`src/rtl/lc3_cntrl_fsm.sv`:
```
// LC3 multi-cycle controller.
// Latches the fetched instruction and steps each opcode through the cntrl_e
// states. It resolves BR/JMP targets for the fetch unit, waits on memory acks,
// and aborts any memory wait that stalls too long.
// Ports:
//   clk, rst            clock, synchronous active-high reset
//   imem_ack, instr     instruction memory handshake and data (FETCH)
//   dmem_ack            data memory done (IND_ADDR_RD, READ_MEM, WRITE_MEM)
//   npc, base_val, nzp  pc+1, JMP base register, condition codes
//   state               current cntrl_e state (registered)
//   br_taken, taddr     pc redirect request and target (registered)
//   ir                  latched instruction register
//   illegal             sticky unsupported-opcode flag
//   timeout             one-cycle watchdog abort pulse
//   retired             count of completed instructions (wraps)
module lc3_cntrl_fsm #(
  parameter logic [3:0]  RESET_STATE = 4'd0,  // 4'd0 encodes CNTRL_FETCH
  parameter int unsigned TIMEOUT_CYC = 16
) (
  input  logic        clk,
  input  logic        rst,
  input  logic        imem_ack,
  input  logic        dmem_ack,
  input  logic [15:0] instr,
  input  logic [15:0] npc,
  input  logic [15:0] base_val,
  input  logic [2:0]  nzp,
  output logic [3:0]  state,
  output logic        br_taken,
  output logic [15:0] taddr,
  output logic [15:0] ir,
  output logic        illegal,
  output logic        timeout,
  output logic [15:0] retired
);

  localparam int unsigned WDOG_W = $clog2(TIMEOUT_CYC + 1);

  typedef enum logic [3:0] {
    CNTRL_FETCH       = 4'd0,
    CNTRL_DECODE      = 4'd1,
    CNTRL_EXECUTE     = 4'd2,
    CNTRL_UPDATE_REGF = 4'd3,
    CNTRL_COMPUTE_PC  = 4'd4,
    CNTRL_COMPUTE_MEM = 4'd5,
    CNTRL_IND_ADDR_RD = 4'd6,
    CNTRL_READ_MEM    = 4'd7,
    CNTRL_WRITE_MEM   = 4'd8,
    CNTRL_UPDATE_PC   = 4'd9
  } cntrl_e;

  localparam logic [3:0] OP_BR  = 4'b0000;
  localparam logic [3:0] OP_ADD = 4'b0001;
  localparam logic [3:0] OP_LD  = 4'b0010;
  localparam logic [3:0] OP_ST  = 4'b0011;
  localparam logic [3:0] OP_AND = 4'b0101;
  localparam logic [3:0] OP_LDR = 4'b0110;
  localparam logic [3:0] OP_STR = 4'b0111;
  localparam logic [3:0] OP_NOT = 4'b1001;
  localparam logic [3:0] OP_LDI = 4'b1010;
  localparam logic [3:0] OP_STI = 4'b1011;
  localparam logic [3:0] OP_JMP = 4'b1100;
  localparam logic [3:0] OP_LEA = 4'b1110;

  cntrl_e              state_q, state_d;
  logic                br_taken_d;
  logic [15:0]         taddr_d, ir_d, retired_d;
  logic                illegal_d, timeout_d;
  logic [WDOG_W-1:0]   wdog, wdog_d;
  logic                wait_st;
  logic [3:0]          opcode;

  assign opcode = ir[15:12];
  assign state  = state_q;

  // State and registered outputs
  always_ff @(posedge clk) begin
    if (rst) begin
      state_q  <= cntrl_e'(RESET_STATE);
      br_taken <= 1'b0;
      taddr    <= 16'h0000;
      ir       <= 16'h0000;
      illegal  <= 1'b0;
      timeout  <= 1'b0;
      retired  <= 16'h0000;
      wdog     <= '0;
    end else begin
      state_q  <= state_d;
      br_taken <= br_taken_d;
      taddr    <= taddr_d;
      ir       <= ir_d;
      illegal  <= illegal_d;
      timeout  <= timeout_d;
      retired  <= retired_d;
      wdog     <= wdog_d;
    end
  end

  // Next-state and next-output logic
  always_comb begin
    state_d    = state_q;
    br_taken_d = br_taken;
    taddr_d    = taddr;
    ir_d       = ir;
    illegal_d  = illegal;
    timeout_d  = 1'b0;
    retired_d  = retired;
    wait_st    = 1'b0;

    case (state_q)
      CNTRL_FETCH: begin
        wait_st = 1'b1;
        if (imem_ack) begin
          ir_d    = instr;
          state_d = CNTRL_DECODE;
        end
      end
      CNTRL_DECODE: state_d = CNTRL_EXECUTE;
      CNTRL_EXECUTE: begin
        case (opcode)
          OP_ADD, OP_AND, OP_NOT, OP_LEA: state_d = CNTRL_UPDATE_REGF;
          OP_BR: begin
            state_d    = CNTRL_COMPUTE_PC;
            taddr_d    = npc + {{7{ir[8]}}, ir[8:0]};
            br_taken_d = |(ir[11:9] & nzp);
          end
          OP_JMP: begin
            state_d    = CNTRL_COMPUTE_PC;
            taddr_d    = base_val;
            br_taken_d = 1'b1;
          end
          OP_LD, OP_LDR, OP_LDI, OP_ST, OP_STR, OP_STI:
            state_d = CNTRL_COMPUTE_MEM;
          default: begin
            state_d    = CNTRL_UPDATE_PC;
            illegal_d  = 1'b1;
            br_taken_d = 1'b0;
          end
        endcase
      end
      CNTRL_COMPUTE_PC: state_d = CNTRL_UPDATE_PC;
      CNTRL_COMPUTE_MEM: begin
        // Only memory opcodes reach here, so the fall-through is ST/STR.
        case (opcode)
          OP_LDI, OP_STI: state_d = CNTRL_IND_ADDR_RD;
          OP_LD, OP_LDR:  state_d = CNTRL_READ_MEM;
          default:        state_d = CNTRL_WRITE_MEM;
        endcase
      end
      CNTRL_IND_ADDR_RD: begin
        wait_st = 1'b1;
        if (dmem_ack)
          state_d = (opcode == OP_LDI) ? CNTRL_READ_MEM : CNTRL_WRITE_MEM;
      end
      CNTRL_READ_MEM: begin
        wait_st = 1'b1;
        if (dmem_ack) state_d = CNTRL_UPDATE_REGF;
      end
      CNTRL_WRITE_MEM: begin
        wait_st = 1'b1;
        if (dmem_ack) state_d = CNTRL_UPDATE_PC;
      end
      CNTRL_UPDATE_REGF: state_d = CNTRL_UPDATE_PC;
      CNTRL_UPDATE_PC: begin
        retired_d  = retired + 16'd1;
        br_taken_d = 1'b0;
        state_d    = CNTRL_FETCH;
      end
      default: state_d = CNTRL_FETCH;
    endcase

    // Watchdog abort; an ack on the limit cycle changes state and so wins.
    if (wait_st && (state_d == state_q) &&
        (wdog == WDOG_W'(TIMEOUT_CYC - 1))) begin
      timeout_d  = 1'b1;
      state_d    = CNTRL_UPDATE_PC;
      br_taken_d = 1'b0;
    end

    wdog_d = (wait_st && (state_d == state_q)) ? wdog + WDOG_W'(1) : '0;
  end

endmodule

```
`config.mk`:
```
export PLATFORM = sky130hd
export DESIGN_NAME = lc3_cntrl_fsm
export DESIGN_NICKNAME = d
export VERILOG_FILES = /design/src/rtl/lc3_cntrl_fsm.sv
export SDC_FILE = /design/constraint.sdc
export NUM_CORES = 1
export LEC_CHECK = 0
export ABC_CLOCK_PERIOD_IN_PS = 4300
export BUFFER_PORTS_ARGS = -buffer_cell sky130_fd_sc_hd__buf_2
export CORE_MARGIN = 4
export CORE_UTILIZATION = 45
export DETAILED_ROUTE_END_ITERATION = 6
export PLACE_DENSITY = 0.73
export SLEW_MARGIN = 30
export SYNTH_ARGS = -nofsm -noshare
export SYNTH_HDL_FRONTEND = slang
export SYNTH_SLANG_ARGS = --single-unit
```
`constraint.sdc`:
```
create_clock -name clk -period 4.3 [get_ports clk]
set_clock_uncertainty 0.15 [all_clocks]
set_input_delay 0.86 -clock clk [delete_from_list [all_inputs] [get_ports clk]]
set_output_delay 0.86 -clock clk [all_outputs]
set_load 0.1 [all_outputs]
```
=== Word level (Yosys, flattened, before mapping) ===
Index checks and enable logic that the tools add are counted.

* $add $sub $neg: 3
* Equality and inequality tests: 24
* Muxes and demuxes: 14
* Bitwise operators: 3
* Reduce and logical (&&, ||, !) cells: 23

{| class="wikitable"
|+ Operators with widths
! operator !! count
|-
| $pmux 16 s2 || 1
|-
| $pmux 4 s8 || 1
|-
| $eq 4x3->1 const B || 7
|-
| $eq 4x4->1 const B || 7
|-
| $mux 4 || 6
|-
| $add 16x1->16 const B || 1
|-
| $add 16x16->16 || 1
|-
| $eq 4x2->1 const B || 4
|-
| $pmux 4 s3 || 1
|-
| $reduce_or 12->1 || 1
|-
| $reduce_or 2->1 || 6
|-
| $reduce_or 10->1 || 1
|-
| $eq 4x1->1 const B || 2
|-
| $eq 4x4->1 || 2
|-
| $logic_not 4->1 || 2
|-
| $pmux 4 s2 || 1
|-
| $reduce_and 2->1 || 4
|-
| $reduce_or 4->1 || 2
|-
| $reduce_or 6->1 || 1
|-
| $add 5x1->5 const B || 1
|-
| $eq 5x4->1 const B || 1
|-
| $reduce_bool 2->1 || 2
|-
| $and 3x3->3 || 1
|-
| $logic_and 1x1->1 || 3
|-
| other kinds (6) || 8
|}

* Bits in registers: 60
* Bits of input ports: 55
* Output and inout bits: 55
* Logic and storage cells: 75

=== Longest topological paths before layout ===
Gate-level depths: netlist (run 1).

* Word-level depth: 12
* Mapped depth: 9
* Depth with buffers taken out: 9

=== Least setup slack after synthesis (run 1) ===
OpenSTA, ideal clock, no wires.

* Path type: register -> register
* Start: reg ir[0]
* End: reg taddr[14]
* Library setup time: 0.138 ns
* Arrival time: 2.712 ns
* Required time: 4.012 ns
* Slack: 1.300 ns
* Cell stages (with the launch flop): 10
* Path buffers: 0
* Period minus slack after synthesis: 3.000 ns
* Cell sequence: dfxtp_1 -> ha_1 -> inv_1 -> fa_1 -> nor2b_1 -> o2111ai_1 -> and3_1 -> nor3_1 -> mux2i_1 -> a221oi_2

* Cells in the longest elaborated chain, start to end: 2

{| class="wikitable"
|+ Ends and longest elaborated chain
! what !! line !! text
|-
| start: declaration || 31 || <nowiki>output logic [15:0] ir,</nowiki>
|-
| start signal: assignment || 91 || <nowiki>ir <= ir_d;</nowiki>
|-
| $add 16x16->16 || 124 || <nowiki>taddr_d = npc + {{7{ir[8]}}, ir[8:0]};</nowiki>
|-
| $pmux 16 s2 || 120 || <nowiki>case (opcode)</nowiki>
|-
| end signal: assignment || 90 || <nowiki>taddr <= taddr_d;</nowiki>
|-
| end: declaration || 30 || <nowiki>output logic [15:0] taddr,</nowiki>
|}

No other way between the ends.
A chain may end at the register's enable or synchronous reset.

=== Worst setup path after layout (run 1) ===
* Start: in npc[0]
* End: reg taddr[14]

* Cells in the longest elaborated chain, start to end: 2

{| class="wikitable"
|+ Ends and longest elaborated chain
! what !! line !! text
|-
| start: declaration || 25 || <nowiki>input logic [15:0] npc,</nowiki>
|-
| $add 16x16->16 || 124 ||
|-
| $pmux 16 s2 || 120 ||
|}

No other way between the ends.

==> out/results.tsv, run 1 <==
stage	metric	value	unit
timing	finalSetupViolations	0	
worst_setup_path	cp.required	4.34	ns
timing	fmax	0.364	GHz
timing	fin_crit_sh	63.8	%
clock_tree	cts_sinks	60	
routing	antenna_left	0	
synth	async_flop_share	0	%
routing	routed_wl	9.54	mm
global_route	use_met1	24.9	%
hold_path	hp-class	reg -> reg	
synth	yosysUniqueCellTypes	68	
floorplan	num_io_pins	110	
synth	synth_area	3720	um2
layout	final_cell_area	4390	um2
floorplan	die_x	98.9	um
timing	tns	0	ns
worst_setup_path	r2r_start	ir[0]	
global_route	grt_pass1_wl	15.5	mm
global_route	grt_remaining_overflow	0	
routing	first_pass_iters	4	
clock_tree	htreeDepth	3	
layout	fillers	750	
global_route	grtUsageMet2	30.0	%
layout	layout_commonest_cell	buf_2	
clock_tree	ctsHoldBuffers	0	
placed_design	place_hpwl	7.16	mm
synth	yosysWarningCount	0	
layout	area_growth	18.0	%
worst_setup_path	endpoint_kind	flip-flop	
layout	final_cell_mix	buf_2 (109), nand2_1 (66), dfxtp_1 (60)	
status	outcome	complete, no violations	
synth	postSynthAreaPerCell	8.10	um2
global_route	grt_start_max_net_pins	43	
synth	ys.flop_type	dfxtp_1	
synth	synth-edff-count	0	
worst_setup_path	crit_type	in -> reg	
routing	viasPerCell	5.45	
pwr	powerDensity	588	nW/um2
synth	synth_top_family_by_area	simple AND/OR/NAND/NOR gates	
worst_setup_path	critPathSlowestCell	fa_1	
floorplan	fp.dieH	98.9	um
clock_tree	cts_setup_buffers	0	
floorplan	die_area	9780	um2
global_route	grt_pass1_vias	3334	
routing	vias	3581	
routing	drc	0	
pwr	peakVddDrop	352	uV
synth	synth_xor_area_share	6.09	%
synth	ys_ff_latch	60	
synth	seq_area_frac_synth	32.3	%
clock_tree	path_clk_slew	0.07	ns
worst_setup_path	arrival	2.78	ns
timing	period_needed	2.74	ns
placed_design	place_area	4190	um2
clock_tree	cts_resized	0	
layout	nets	624	
clock_tree	cts_tree	done	
routing	wl_per_cell	14.5	um
synth	synth.area.mux_share	0.808	%
worst_setup_path	crit_chain	buf_2 -> ha_1 -> inv_1 -> fa_1 -> nor2b_1 -> o2111ai_1 -> and3_1 -> nor3_1 -> mux2i_1 -> a221oi_2	
worst_setup_path	path_max_fanout	4	
synth	yosys.area_share.simple	26.6	%
clock_tree	clkLatencyLatePin	0.34	ns
global_route	top_usage_layer	met2	
timing	relSlewSlack	39.8	%
layout	fin_util	55.6	%
timing	slew_violations	0	
hold_path	worst_hold_startpoint	wdog[0]	
routing	drt_iter0_drc	110	
worst_setup_path	crit_path_max_incr_delay	0.37	ns
flow_run	maxCapViolCount	0	
placed_design	gp_congestion	0.871	
clock_tree	clockBufferDepth	2	
clock_tree	root_buffer	clkbuf_8	
layout	diodes	0	
timing	rsz0062_at_grt	false	
timing	tightest_slew	0.901	ns
synth	yosys.area_share.adder	6.59	%
floorplan	core_area	7890	um2
clock_tree	cts-buffers-inserted	9	
floorplan	initial_core_util	47.1	%
global_route	antenna_found_initial	0	
worst_setup_path	cp-start-kind	input pin	
floorplan	rows	32	
synth	synth_compound_area_share	20.9	%
worst_setup_path	crit_path_start	npc[0]	
global_route	grt.total_usage	19.3	%
worst_setup_path	critPathTopFamily	simple AND/OR/NAND/NOR gates	
synth	syn_inst	459	
timing	hold_violations	0	
pwr	p_leak	1.94	nW
global_route	grtUsageMet3	6.51	%
synth	syn-num-nets	533	
timing	whs	0.301	ns
worst_setup_path	cp_num_buf_inv	2	
layout	drive_above_1_share	26.7	%
placed_design	io_buffers	109	
-- synthesized netlist by cell type, drive strengths merged (3+ instances only) --
master | count | area, um2
inv | 10 | 37.5
nand3 | 15 | 80.1
o211ai | 3 | 22.5
clkbuf | 12 | 45.0
and3 | 8 | 50.1
mux2i | 3 | 30.0
o21ai | 17 | 88.8
a211oi | 13 | 97.6
ha | 18 | 225
a221oi | 3 | 38.8
o21bai | 3 | 22.5
a311oi | 6 | 52.6
o21a | 4 | 30.0
dfxtp | 60 | 1200
nand2 | 66 | 248
and4 | 3 | 26.3
nand3b | 3 | 22.5
nor2b | 6 | 37.5
or2 | 4 | 27.5
a21o | 3 | 22.5
and2 | 3 | 18.8
buf | 18 | 168
xor2 | 17 | 156
nor3 | 11 | 55.1
xnor2 | 8 | 70.1
a21oi | 36 | 180
nor2 | 63 | 256
nand2b | 9 | 71.3
-- stage by stage --
stage / instances / total power [mW] / setup WS, ns
2_1_floorplan: 459 / 1.89 / 1.30
3_3_place_gp: 641 / 2.06 / 1.30
3_5_place_dp: 641 / 2.08 / 1.25
4_1_cts: 657 / 2.60 / 1.59
5_1_grt: 657 / 2.73 / 1.42
6_report: 657 / 2.58 / 1.56
-- per-layer routing --
| metal | vias to the layer above | routed length (um) |
|---|---|---|
| li1 | 1806 | - |
| met1 | 1635 | 4290 |
| met2 | 125 | 4290 |
| met3 | 15 | 816 |
| met4 | 0 | 139 |
| met5 | - | 0 |
-- report_power, final --
group          internal, mW  total [mW]  switching (mW)
Sequential            0.638       0.738           0.101
Clock                 0.270       0.511           0.241
Combinational         0.338        1.33           0.994
-- registers in the layout, summed over array words and instances, names as in the netlist --
| signal | count |
|---|---|
| br_taken | 1 |
| retired | 16 |
| ir | 16 |
| wdog | 5 |
| timeout | 1 |
| taddr | 16 |
| illegal | 1 |
| state | 4 |
-- worst paths after layout --
kind | slack, ns | cells past startpoint | to
max | 1.56 | 10 | taddr[14]
min | 0.30 | 1 | wdog[0]
max reg2reg | 1.72 | 9 | taddr[14]
min reg2reg | 0.30 | 1 | wdog[0]
-- logic make-up (layout without fill, tap and decap cells) --
| family | after synthesis | in the layout |
|---|---|---|
| AOI/OAI and AO/OA | 111 | 111 |
| and+or+nand+nor | 201 | 201 |
| muxes | 3 | 3 |
| adders and majority gates | 19 | 19 |
| xor gates and xnor gates | 25 | 25 |
| buffers and inverters | 40 | 136 |
| DFF | 60 | 60 |
-- area by class of cell --
type / count / area, um2 / share of cell area (%)
Clock inverter: 7 / 77.6 / 1.77
Timing Repair Buffer: 110 / 553 / 12.6
Tap cell: 102 / 128 / 2.91
Inverter: 10 / 37.5 / 0.855
Multi-Input combinational cell: 359 / 2270 / 51.7
Clock buffer: 9 / 124 / 2.82
Sequential cell: 60 / 1200 / 27.4
Power figures use the tool's default switching activity.
==> run 2: changes to the inputs <==
Settings changed: ABC_AREA set to 1, ABC_CLOCK_PERIOD_IN_PS 4300 to 2630, PLACE_DENSITY 0.73 to 0.74.
Clock period 4.3 ns to 2.63 ns, I/O delays scaled along.
==> run 2 against run 1 <==
Against the previous run: final cell count grew 12%; flip-flop and latch count is the same; hold slack gained 0.0012 ns; synthesized cell count grew 12%; critical endpoint is now wdog[3]; non-clock buffer count grew 8; area after synthesis shrank 5.0%.
==> out/results.tsv, run 2 <==
stage	metric	value	unit
status	outcome	complete, no violations	
global_route	grt.total_usage	20.2	%
layout	drive_above_1_share	26.5	%
worst_setup_path	endpoint_kind	flip-flop	
synth	postSynthAreaPerCell	6.86	um2
pwr	powerDensity	1100	nW/um2
floorplan	fp.dieH	96.6	um
synth	synth_area_leaders	dfxtp_1 (34%), nand2_1 (10%), a21oi_1 (9.8%)	
clock_tree	cts-buffers-inserted	9	
hold_path	hp-class	reg -> reg	
floorplan	core_area	7690	um2
synth	yosysTopAreaCell	dfxtp_1	
clock_tree	cts_resized	0	
clock_tree	htreeDepth	3	
synth	async_flop_share	0	%
floorplan	initial_core_util	46.0	%
timing	rsz0062_at_grt	false	
routing	drc	0	
routing	first_pass_iters	5	
layout	final_cell_mix	buf_2 (109), nand2_1 (96), a21oi_1 (69)	
global_route	use_met1	27.7	%
timing	fmax	0.444	GHz
clock_tree	cts_tree	done	
global_route	top_usage_layer	met2	
synth	synth_area	3530	um2
clock_tree	path_clk_slew	0.07	ns
routing	wl_per_cell	13.1	um
layout	diodes	0	
clock_tree	root_buffer	clkbuf_8	
synth	ys.flop_type	dfxtp_1	
worst_setup_path	cp_common_cell	nand2_1	
pwr	peakVddDrop	571	uV
timing	relSlewSlack	67.0	%
placed_design	io_buffers	109	
global_route	grt_remaining_overflow	0	
worst_setup_path	cp_num_buf_inv	0	
timing	hold_violations	0	
synth	syn-num-nets	589	
synth	seq_area_frac_synth	34.0	%
layout	nets	704	
routing	routed_wl	9.65	mm
worst_setup_path	critPathSlowestCell	dfxtp_1	
flow_run	maxCapViolCount	0	
layout	top_regs	ir: 16 flops, retired: 16 flops, taddr: 16 flops	
floorplan	rows	32	
synth	syn_inst	515	
timing	fin_crit_sh	85.6	%
worst_setup_path	crit_path_max_incr_delay	0.35	ns
clock_tree	cts_setup_buffers	0	
global_route	grtUsageMet2	31.1	%
synth	ys_top_cells_by_count	nand2_1 (96), a21oi_1 (69), inv_1 (61)	
routing	vias	3747	
timing	slew_violations	0	
timing	fin_ws	0.379	ns
routing	viasPerCell	5.08	
synth	yosysUniqueCellTypes	39	
timing	tns	0	ns
clock_tree	cts_sinks	60	
worst_setup_path	critPathTopFamily	simple AND/OR/NAND/NOR gates	
worst_setup_path	cp.required	2.70	ns
global_route	grt_pass1_wl	16.0	mm
synth	synth-edff-count	0	
floorplan	num_io_pins	110	
floorplan	die_x	96.6	um
pwr	p_leak	2.21	nW
synth	post-synth-top-area-fraction	34.0	%
timing	finalSetupViolations	0	
global_route	grt_start_max_net_pins	33	
placed_design	gp_congestion	0.923	
global_route	grt_pass1_vias	3549	
routing	drt_iter0_drc	155	
clock_tree	clockBufferDepth	2	
clock_tree	clkLatencyLatePin	0.34	ns
clock_tree	ctsHoldBuffers	0	
synth	yosysWarningCount	0	
synth	yosysMostFrequentCell	nand2_1	
synth	ys_ff_latch	60	
global_route	antenna_found_initial	0	
worst_setup_path	crit_chain	nor2_1 -> nand3_1 -> nand4_1 -> nand3_1 -> nand2_1 -> nand2_1 -> nor2_1 -> nand2_2 -> nand2_1 -> nand2_1 -> nand2_1 -> nor3_1	
global_route	grtUsageMet3	3.89	%
timing	tightest_slew	0.495	ns
worst_setup_path	arrival	2.32	ns
worst_setup_path	path_max_fanout	8	
worst_setup_path	crit_type	reg -> reg	
timing	period_needed	2.25	ns
worst_setup_path	cp-start-kind	flip-flop	
layout	area_growth	25.6	%
placed_design	place_hpwl	7.59	mm
layout	layout_commonest_cell	buf_2	
routing	antenna_left	0	
floorplan	die_area	9330	um2
placed_design	dpl_worst_slack	0.0967	ns
==> run 2: power by group <==
group	switching (mW)	internal, mW
combinational	2.12	0.677
sequential	0.161	1.09
clock	0.406	0.442
==> run 2: worst paths after layout <==
kind / from / endpoint / slack, ns / depth (start not counted)
worst max-delay path: ir[12] / wdog[3] / 0.38 / 12
worst min-delay path: ir[0] / ir[0] / 0.30 / 2
worst max register to register: ir[12] / wdog[3] / 0.38 / 12
worst min register to register: ir[0] / ir[0] / 0.30 / 2
==> run 2: worst min-delay path, delay by kind of cell, from the launching register on <==
family | cells | cell delay [ns]
flip-flops | 1 | 0.33
buffers and inverters | 1 | 0.04
AO/OA/AOI/OAI | 1 | 0.05
==> run 2: through the flow <==
step	instance area, um2	hold WS (ns)	utilization, %	std cells	total power, mW
2_1_floorplan	3550	0.280	-	515	3.52
3_3_place_gp	4240	0.289	55.1	721	4.02
3_5_place_dp	4240	0.292	55.1	721	4.05
4_1_cts	4440	0.290	57.7	737	4.91
5_1_grt	4440	0.318	57.7	737	5.22
6_report	4440	0.302	57.7	737	4.89
==> run 2: final cells by class <==
cell class | instances | area (um2)
Tap cell | 102 | 128
Sequential cell | 60 | 1220
Clock buffer | 9 | 124
Clock inverter | 7 | 75.1
Multi-Input combinational cell | 378 | 2040
Fill cell | 783 | 3250
Inverter | 63 | 236
Timing Repair Buffer | 118 | 613
==> run 2: logic make-up after synthesis <==
| kind of cell | share of synthesized area [%] |
|---|---|
| AO/OA/AOI/OAI | 20.3 |
| buffers and inverters | 8.22 |
| flip-flops | 34.0 |
| AND/OR/NAND/NOR | 27.6 |
| adder cells (fa/ha/maj) | 6.94 |
| XOR/XNOR | 2.97 |
==> run 2: layer usage <==
metal	vias to the layer above	part of all wire, %
met5	-	0
met4	0	2.1
met3	16	5.9
li1	1949	-
met2	101	44
met1	1681	48
